### src/rtl/wash_pkg.sv
// Shared types and constants for the washer phase timer.
// Holds the timer state enum and the clk_freq rate codes.
package wash_pkg;

  typedef enum logic [1:0] {
    IDLE = 2'd0,
    RUN  = 2'd1,
    DONE = 2'd2
  } tstate_e;

  localparam logic [1:0] FREQ_1M = 2'b00;
  localparam logic [1:0] FREQ_2M = 2'b01;
  localparam logic [1:0] FREQ_4M = 2'b10;
  localparam logic [1:0] FREQ_8M = 2'b11;

endpackage

### src/rtl/wash_timer_sec_tick_gen.sv
// Cycle prescaler: counts 0..limit, emits a one-cycle tick on wrap.
// Ports: clk, i_rst (sync, high), i_load (clear + latch i_limit),
//        i_en (count enable), i_limit (wrap value), o_tick.
module sec_tick_gen
  import wash_pkg::*;
#(
  parameter int CNT_W = 30
) (
  input  logic             clk,
  input  logic             i_rst,
  input  logic             i_load,
  input  logic             i_en,
  input  logic [CNT_W-1:0] i_limit,
  output logic             o_tick
);

  logic [CNT_W-1:0] r_cnt;
  logic [CNT_W-1:0] r_limit;
  logic             w_wrap;

  assign w_wrap = (r_cnt == r_limit);
  assign o_tick = i_en & w_wrap;

  always_ff @(posedge clk) begin
    if (i_rst) begin
      r_cnt   <= '0;
      r_limit <= '0;
    end else if (i_load) begin
      r_cnt   <= '0;
      r_limit <= i_limit;
    end else if (i_en) begin
      r_cnt <= w_wrap ? '0 : r_cnt + CNT_W'(1);
    end
  end

endmodule

### src/rtl/wash_timer.sv
// Phase interval timer: counts BASE_SECONDS (x2 if double_time)
// seconds at the rate picked by clk_freq, then holds timer_finish.
// Ports: clk, rst_n (sync, active-high despite the name),
//        state_time (load strobe), timer_pause, double_time,
//        clk_freq[1:0], timer_finish (registered).
module wash_timer
  import wash_pkg::*;
#(
  parameter int CYCLES_PER_SEC = 1000000,
  parameter int BASE_SECONDS   = 60,
  parameter int CNT_W          = 30,
  parameter int SEC_W          = 8
) (
  input  logic       clk,
  input  logic       rst_n,
  input  logic       state_time,
  input  logic       timer_pause,
  input  logic       double_time,
  input  logic [1:0] clk_freq,
  output logic       timer_finish
);

  tstate_e          r_state;
  tstate_e          w_state_nxt;
  logic [SEC_W-1:0] r_sec;
  logic [SEC_W-1:0] w_sec_nxt;
  logic [SEC_W-1:0] r_tgt;
  logic [SEC_W-1:0] w_tgt_nxt;
  logic             r_fin;
  logic             w_fin_nxt;

  logic [CNT_W-1:0] w_base;
  logic [CNT_W-1:0] w_limit;
  logic [SEC_W-1:0] w_tgt_ld;
  logic             w_en;
  logic             w_tick;

  assign w_base   = CNT_W'(CYCLES_PER_SEC);
  assign w_limit  = (w_base << clk_freq) - CNT_W'(1);
  assign w_tgt_ld = SEC_W'(BASE_SECONDS) << double_time;

  // Load wins over counting, so the prescaler never
  // advances on a load edge.
  assign w_en = (r_state == RUN) & ~timer_pause & ~state_time;

  sec_tick_gen #(
    .CNT_W(CNT_W)
  ) u_tick (
    .clk    (clk),
    .i_rst  (rst_n),
    .i_load (state_time),
    .i_en   (w_en),
    .i_limit(w_limit),
    .o_tick (w_tick)
  );

  always_ff @(posedge clk) begin
    if (rst_n) begin
      r_state <= IDLE;
      r_sec   <= '0;
      r_tgt   <= '0;
      r_fin   <= 1'b0;
    end else begin
      r_state <= w_state_nxt;
      r_sec   <= w_sec_nxt;
      r_tgt   <= w_tgt_nxt;
      r_fin   <= w_fin_nxt;
    end
  end

  always_comb begin
    w_state_nxt = r_state;
    w_sec_nxt   = r_sec;
    w_tgt_nxt   = r_tgt;
    w_fin_nxt   = r_fin;
    if (state_time) begin
      w_state_nxt = RUN;
      w_sec_nxt   = '0;
      w_tgt_nxt   = w_tgt_ld;
      w_fin_nxt   = 1'b0;
    end else begin
      case (r_state)
        RUN: begin
          if (w_tick) begin
            // Last second: finish without bumping seconds
            // so the counter never exceeds target-1.
            if (r_sec == r_tgt - SEC_W'(1)) begin
              w_state_nxt = DONE;
              w_fin_nxt   = 1'b1;
            end else begin
              w_sec_nxt = r_sec + SEC_W'(1);
            end
          end
        end
        DONE:    w_fin_nxt = 1'b1;
        default: w_fin_nxt = 1'b0;
      endcase
    end
  end

  assign timer_finish = r_fin;

endmodule

### config.mk
export PLATFORM = sky130hd
export DESIGN_NAME = wash_timer
export DESIGN_NICKNAME = d
export VERILOG_FILES = /design/src/rtl/wash_pkg.sv /design/src/rtl/wash_timer_sec_tick_gen.sv /design/src/rtl/wash_timer.sv
export SDC_FILE = /design/constraint.sdc
export NUM_CORES = 1
export LEC_CHECK = 0
export CORE_MARGIN = 2
export CORE_UTILIZATION = 50
export DETAILED_ROUTE_END_ITERATION = 12
export PLACE_DENSITY = 0.67
export SETUP_SLACK_MARGIN = 0.15
export SLEW_MARGIN = 15
export SYNTH_ARGS = -nofsm -noshare
export SYNTH_HDL_FRONTEND = slang
export SYNTH_SLANG_ARGS = --single-unit
export TNS_END_PERCENT = 30
### constraint.sdc
create_clock -name clk -period 3.4 [get_ports clk]
set_input_delay 0.68 -clock clk [delete_from_list [all_inputs] [get_ports clk]]
set_output_delay 0.68 -clock clk [all_outputs]
set_load 0.02 [all_outputs]
After elaboration in Yosys (flattened, before gate mapping)
Index checks and enable logic that the tools add are counted.
- $add $sub $neg: 4
- equality and inequality tests: 6
- shift-type cells: 2
- mux-type cells: 8
- bitwise logic cells: 6
- reductions and logical operators: 8
- operators with widths (kind ; count):
    30-bit by 1-bit adder with 30-bit output, second input constant ; 1
    30-bit == test ; 1
    30-bit two-way mux ; 1
    20-bit by 2-bit << shifter with 30-bit output, first input constant ; 1
    30-bit by 1-bit subtractor with 30-bit output, second input constant ; 1
    3-bit AND reduction ; 3
    8-bit by 1-bit adder with 8-bit output, second input constant ; 1
    8-bit == test ; 1
    6-bit by 1-bit << shifter with 8-bit output, first input constant ; 1
    8-bit by 1-bit subtractor with 8-bit output, second input constant ; 1
    1-bit two-way mux ; 6
    2-bit nonzero test ; 3
    2-bit by 1-bit inequality test with 1-bit output, second input constant ; 2
    1-bit bitwise AND ; 3
    1-bit inverter ; 3
    2-bit by 1-bit == test with 1-bit output, second input constant ; 1
    2-bit == test, second input constant ; 1
    1-bit case mux with 2 select lines ; 1
    2-bit AND reduction ; 1
    2-bit OR reduction ; 1
- register bits: 79
- input bits: 7
- output and inout port bits: 1
- word-level logic and storage cells: 41

Depth between registers and ports, before layout
Gate-level depths: netlist (run 1).
- depth in word-level cells: 7
- gate-level depth with buffers: 12

By module
Synthesis (run 1) repeated with hierarchy kept, for this count alone.
- cells, all modules: 419
- area total of the unflattened synthesis: 3769.9 um^2
- modules (own cells, without submodules) (module ; times used ; cells an instance ; area an instance (um^2)):
    sec_tick_gen ; 1 ; 297 ; 2771.4
    wash_timer ; 1 ; 122 ; 998.5

Worst setup path after synthesis (run 1)
No wires, ideal clock.
- kind: input-to-reg
- start point: in state_time
- end point: reg r_sec[2]
- setup time: 59 ps
- arrival time: 2384 ps
- required time: 3341 ps
- setup slack: 957 ps
- cell stages on the path: 8
- cells stage by stage: or3b_1 > clkbuf_1 > nor4_1 > nand4_1 > or2_0 > clkbuf_2 > or4_1 > nand2_1
- cells in the longest elaborated chain, start to end: 4
- elaborated cells on any way between the ends: 5
- classes of those cells: 3 x bitwise; 2 x reduce/logical
- ends and longest elaborated chain (element ; line ; source):
    start, declared ; wash_timer.sv:16 ; input logic state_time,
    1-bit inverter ; wash_timer.sv:44 ; assign w_en = (r_state == RUN) & ~timer_pause & ~state_time;
    1-bit bitwise AND ; wash_timer.sv:44 ;
    1-bit bitwise AND ; wash_timer_sec_tick_gen.sv:22 ; assign o_tick = i_en & w_wrap;
    3-bit AND reduction (no line) ; - ;
    end signal, assigned ; wash_timer.sv:65 ; r_sec <= w_sec_nxt;
    end, declared ; wash_timer.sv:25 ; logic [SEC_W-1:0] r_sec;
Several ways; a longest one is shown, not always the timed one.
A chain may end at the register's enable or synchronous reset.

Worst setup path after layout (run 1)
- start point: in timer_pause
- end point: reg r_sec[4]
- cells in the longest elaborated chain, start to end: 5
- ends and longest elaborated chain (element ; line ; source):
    start, declared ; wash_timer.sv:17 ; input logic timer_pause,
    1-bit inverter ; wash_timer.sv:44 ;
    1-bit bitwise AND (2 in a row) ; wash_timer.sv:44 ;
    1-bit bitwise AND ; wash_timer_sec_tick_gen.sv:22 ;
    3-bit AND reduction (no line) ; - ;
Every way passes these cells.

==> results.cfg, run 1 <==
[outcome]
status = completed

[global_routing]
grt_pass1_wl_um = 9920
grt_max_degree = 29
grt_usage_pct = 19.9
grt-ovfl-total = 0
antenna_found_initial = 0
grt_pass1_vias = 2061

[pwr]
leakage_nw = 1.35
ir_drop_mv = 0.243
power_density_nw_per_um2 = 455

[routing]
firstDrtPassIters = 4
wl_um = 6060
drc_errors = 0
vias_per_cell = 5.34
routedWlPerCell_um = 13.9
route.vias.total = 2328
drtIter0Drc = 91
ant_nets = 0

[clock_network]
cts_tree = built
cts_sinks = 60
ctsResizeCount = 0
hold_buffers = 0
cts.htree.levels = 3
cts.path.max_buffers = 2
cts_setup_buffers = 0
cts-root-buf = clkbuf_8
path_clk_slew_ns = 0.07
numCtsBuffers = 9
clkLatencyLatePin_ns = 0.33

[layout]
post-route-util_pct = 57.3
nFillCells = 536
multi_input_area_um2 = 1710
drive_gt1_share_pct = 7.20
seq_area_um2 = 1200
antenna_cells = 0
syn_to_final_growth_pct = 11.7
layout.nets = 377

[yosys]
ys_warn_count = 0
ys_ff_latch = 60
synth_ff_type = dfxtp_1
netlist_instances = 346
syn-num-nets = 367
yosysSeqAreaShare_pct = 39.8
syn_area_per_cell_um2 = 8.72
netlist_area_um2 = 3020
async_flop_share_pct = 0
synth.distinct_cells = 47
synth_edf_count = 0

[sta]
setup_viol = 0
fin_tns_setup_ns = 0
max_freq_mhz = 375
worstMarginPinSlew_ns = 0.542
period_share_pct = 78.5
skew_ns = 0.00524
max_slew_margin_pct = 63.7
drv_slew = 0
hold_viol_final = 0
rsz0062_at_grt = false
fin_crit_ns = 2.67

[placed_design]
gp_congestion = 0.790
port_buffers = 7
hpwl_um = 4400

[setup_path]
path_cells = clkdlybuf4s50_1, or3b_1, nor4_1, nand4_1, nor4b_4, a31oi_1, a41o_1
critPathLaunchType = input port
critPathArrivalTime_ns = 2.90
required_ns = 3.63
crit_type = input port to register
cp-end-kind = register
crit_fanout = 10
cpPeakStageDelay_ns = 0.53
crit_path_top_delay_cell = nor4b_4

[run]
drv_cap = 0

[die]
io_pins = 8
die_area_um2 = 6670
start_util_pct = 51.3
rows = 28
die_h_um = 81.7
core_um2 = 5890
die_w_um = 81.7

[hold_path]
worstHoldPathType = register to register
==> cells by family after synthesis <==
kind of cell | Yosys count | share of synthesized area, %
fa+ha+maj | 14 | 5.80
mux | 11 | 3.65
buf+inv | 25 | 3.61
flops | 60 | 39.8
compound gates | 29 | 6.63
simple gates | 161 | 27.2
xor+xnor | 46 | 13.4
==> synthesized netlist by cell type, drive strengths merged (5+ instances only) <==
library cell / count / share of area, %
and3: 6 / 1.2
a211oi: 6 / 1.5
inv: 12 / 1.5
mux2i: 11 / 3.6
buf: 7 / 1.3
nor4: 6 / 1.5
nand4: 17 / 3.5
nand3: 13 / 2.2
or3: 11 / 2.4
and2: 6 / 1.3
dfxtp: 60 / 40
xnor2: 14 / 4.1
nand2: 24 / 3.0
a21oi: 5 / 0.83
ha: 14 / 5.8
o21ai: 6 / 1.0
nor3: 7 / 1.2
nor2: 59 / 7.3
xor2: 32 / 9.3
clkbuf: 6 / 0.79
==> metal layers <==
layer,up-vias,part of all wire (%),GRT usage [%]
met5,-,0,0
met4,0,1.6,8.00
met3,8,3.0,5.27
met2,27,45,30.6
met1,1081,50,26.6
li1,1212,-,-
==> final cells by class <==
cell class	count	share of cell area, %
Clock inverter	5	2.23
Timing Repair Buffer	12	3.19
Tap cell	75	2.78
Inverter	12	1.34
Sequential cell	60	35.6
Clock buffer	11	4.19
Multi-Input combinational cell	261	50.6
==> state kept, by name, summed over array words and instances (netlist names) <==
name and flops:
u_tick.r_cnt 30, u_tick.r_limit 16, r_sec 8, r_tgt 3, r_state 2, timer_finish 1
==> critical path: cells and delay by family <==
family	cells	cell delay, ns
compound gates	2	0.40
buf+inv	1	0.44
simple gates	4	1.38
==> power breakdown <==
part	switching [W]	internal [W]
Combinational	0.0000554	0.0000425
Sequential	0.0000125	0.000717
Clock	0.000277	0.000429
==> layout by cell type, fill, tap and decap left out, types with 2 or more instances in the layout <==
cell             Yosys  final
bufinv_16            0      2
dfxtp_1             60     60
o21ai_0              6      6
buf_4                1      5
o22ai_1              2      2
clkbuf_8             0     10
nand4_1             17     17
xnor2_1             14     14
a21oi_1              5      5
a31oi_1              2      2
nor4_1               5      5
clkdlybuf4s50_1      0      7
mux2i_1             11     11
or4_1                3      3
nor2_1              59     59
and2_1               5      5
and3_1               6      6
clkinv_2             0      3
nand2_1             24     24
nor3_1               7      7
or3_1               10     10
inv_1               12     12
nand3_1             13     13
a211oi_1             6      6
ha_1                14     14
xor2_1              32     32
==> through the flow <==
step | hold slack [ns] | std cells | setup slack (ns) | area (µm²) | power (W)
floorplan | 0.440 | 346 | 0.957 | 3020 | 0.000811
global placement | 0.452 | 420 | 0.475 | 3160 | 0.000841
detailed placement | 0.464 | 420 | 0.378 | 3160 | 0.000843
CTS | 0.479 | 436 | 0.728 | 3370 | 0.00154
global route | 0.500 | 436 | 0.596 | 3370 | 0.00159
finish | 0.476 | 436 | 0.730 | 3370 | 0.00153
==> path summary, 6_finish.rpt <==
check / cells after the start / start / slack [ns] / end
max: 7 / timer_pause / 0.73 / r_sec[4]$_SDFFE_PP0P_
min: 1 / r_state[1]$_SDFFE_PP0P_ / 0.48 / r_state[1]$_SDFFE_PP0P_
max reg2reg: 6 / u_tick.r_limit[27]$_SDFFE_PP0P_ / 0.85 / r_sec[4]$_SDFFE_PP0P_
min reg2reg: 1 / r_state[1]$_SDFFE_PP0P_ / 0.48 / r_state[1]$_SDFFE_PP0P_
Power figures use the tool's default switching activity.
==> inputs of run 2 (changes only) <==
--- a/config.mk
+++ b/config.mk
@@ -8,7 +8,7 @@
 export CORE_MARGIN = 2
 export CORE_UTILIZATION = 50
 export DETAILED_ROUTE_END_ITERATION = 12
-export PLACE_DENSITY = 0.67
+export PLACE_DENSITY = 0.69
 export SETUP_SLACK_MARGIN = 0.15
 export SLEW_MARGIN = 15
 export SYNTH_ARGS = -nofsm -noshare
==> constraint.sdc (replaced) <==
create_clock -name clk -period 2.4 [get_ports clk]
set_input_delay 0.48 -clock clk [delete_from_list [all_inputs] [get_ports clk]]
set_output_delay 0.48 -clock clk [all_outputs]
set_load 0.02 [all_outputs]
==> run 2 against run 1 <==
Effect of this change:
- hold slack got worse by 0.0021 ns
- core utilization rose by 4.5 points
- sequential power rose by 41%
- highest routed layer unchanged
- final area rose by 7.9%
- clock power rose by 42%
- largest power group unchanged
- critical path type is now register to register
- clock skew rose by 0.0059 ns
- combinational power rose by 62%
==> results.cfg, run 2 (synthesis results as in run 1) <==
[setup_path]
rr_worst_depth = 6
crit_type = register to register
r2r-end = r_sec[2]$_SDFFE_PP0P_
required_ns = 2.68
critPathArrivalTime_ns = 2.58
ff2ff_setup_slack_ns = 0.10
critPathLaunchType = register
crit_fanout = 4
rr_startpoint = u_tick.r_cnt[27]$_SDFFE_PP0N_
cp-end-kind = register

[layout]
largest_reg_flops = 30
fin_cells = 463
syn_to_final_growth_pct = 20.5
final_cell_mix = nor2_1 (58), dfxtp_1 (56), xor2_1 (32)
reg_top3 = u_tick.r_cnt: 30 flops, u_tick.r_limit: 16 flops, r_sec: 8 flops
largest-register = u_tick.r_cnt
mostFrequentLayoutCell = nor2_1
drive_gt1_share_pct = 17.0
antenna_cells = 0
layout.nets = 404

[clock_network]
cts.htree.levels = 3
path_clk_slew_ns = 0.07
hold_buffers = 0
cts_tree = built
numCtsBuffers = 9
cts-root-buf = clkbuf_8
cts_sinks = 60
clkLatencyLatePin_ns = 0.34
cts.path.max_buffers = 2

[sta]
max_slew_margin_pct = 72.2
fin_tns_setup_ns = 0
setup_viol = 0
drv_slew = 0
fin_crit_ns = 2.30
max_freq_mhz = 435
skew_ns = 0.0111
hold_viol_final = 0
rsz0062_at_grt = true
period_share_pct = 95.7
worstMarginPinSlew_ns = 0.413

[global_routing]
grt_max_degree = 28
grt-ovfl-total = 0
grt_usage_pct = 21.2
antenna_found_initial = 0
grt_pass1_wl_um = 10800
grt_pass1_vias = 2314

[die]
die_area_um2 = 6670
start_util_pct = 51.3
die_w_um = 81.7
die_h_um = 81.7
io_pins = 8
rows = 28
core_um2 = 5890

[routing]
wl_um = 6430
firstDrtPassIters = 5
ant_nets = 0
drc_errors = 0
drtIter0Drc = 110
vias_per_cell = 5.38
route.vias.total = 2490
routedWlPerCell_um = 13.9

[hold_path]
worstHoldPathType = register to register
min_path_cells = 2
hp-start = r_sec[1]$_SDFFE_PP0P_
holdPathEnd = r_sec[1]$_SDFFE_PP0P_

[outcome]
status = completed

[pwr]
leakage_nw = 1.50
power_density_nw_per_um2 = 603
ir_drop_mv = 0.336

[placed_design]
dp_cells = 446
gp_congestion = 0.813
port_buffers = 7
hpwl_um = 4710

[run]
drv_cap = 0
## run 2: how the worst max path moves through the flow
stage	cells after the start	startpoint	slack, ns	endpoint
finish	6	u_tick.r_cnt[27]$_SDFFE_PP0N_	0.10	r_sec[2]$_SDFFE_PP0P_
floorplan	9	r_state[0]$_SDFFE_PP0P_	0.16	r_sec[2]$_SDFFE_PP0P_
global route	6	u_tick.r_cnt[27]$_SDFFE_PP0N_	0.01	r_sec[2]$_SDFFE_PP0P_
detailed placement	7	state_time	-0.27	r_sec[2]$_SDFFE_PP0P_
global placement	7	state_time	-0.17	r_sec[2]$_SDFFE_PP0P_
CTS	6	u_tick.r_cnt[27]$_SDFFE_PP0N_	0.12	r_sec[2]$_SDFFE_PP0P_
## run 2: repair_timing
| item | 4_1_cts | 5_1_grt |
|---|---|---|
| pin swaps | 9 | 3 |
| resized for setup | 10 | 9 |
| setup endpoints to repair | 38 | 40 |
| buffers inserted | 1 | 0 |
## run 2: critical path, stage by stage, from the launching register on
cell and delay (ns):
dfxtp_2 0.32, or4_1 0.52, a222oi_1 0.34, nand3_1 0.22, or2_4 0.30, or4_4 0.48, nand2_2 0.07
## run 2: area by class of cell
cell class              count  area (µm²)
flip-flops and latches     60        1210
clock inverters             5        75.1
well taps                  75        93.8
clock buffers              11         141
inverters                  12        45.0
multi-input cells         261        1750
repair buffers             39         328
fillers                   508        2250
## run 2: where the power goes
part           switching (W)  total [W]  leakage [nW]  internal (W)
clock               0.000393    0.00100         0.113      0.000608
sequential         0.0000181    0.00103         0.489       0.00102
combinational      0.0000842   0.000158         0.898     0.0000738
## run 2: metrics by stage
| step | total power, W | hold WS, ns | util (%) | setup slack [ns] | cell area, µm² |
|---|---|---|---|---|---|
| 3_3_place_gp | 0.00121 | 0.454 | 57.4 | -0.167 | 3380 |
| 4_1_cts | 0.00222 | 0.493 | 61.4 | 0.116 | 3610 |
| 3_5_place_dp | 0.00121 | 0.472 | 57.4 | -0.266 | 3380 |
| 5_1_grt | 0.00228 | 0.500 | 61.8 | 0.0109 | 3640 |
| 2_1_floorplan | 0.00115 | 0.440 | - | 0.156 | 3030 |
| 6_report | 0.00219 | 0.474 | 61.8 | 0.103 | 3640 |
## run 2: metal layers
| metal | GRT usage [%] | vias to the layer above | wire, µm |
|---|---|---|---|
| li1 | - | 1269 | - |
| met1 | 27.5 | 1170 | 3090 |
| met2 | 33.3 | 36 | 2970 |
| met3 | 5.49 | 15 | 200 |
| met4 | 9.33 | 0 | 166 |
| met5 | 0 | - | 0 |
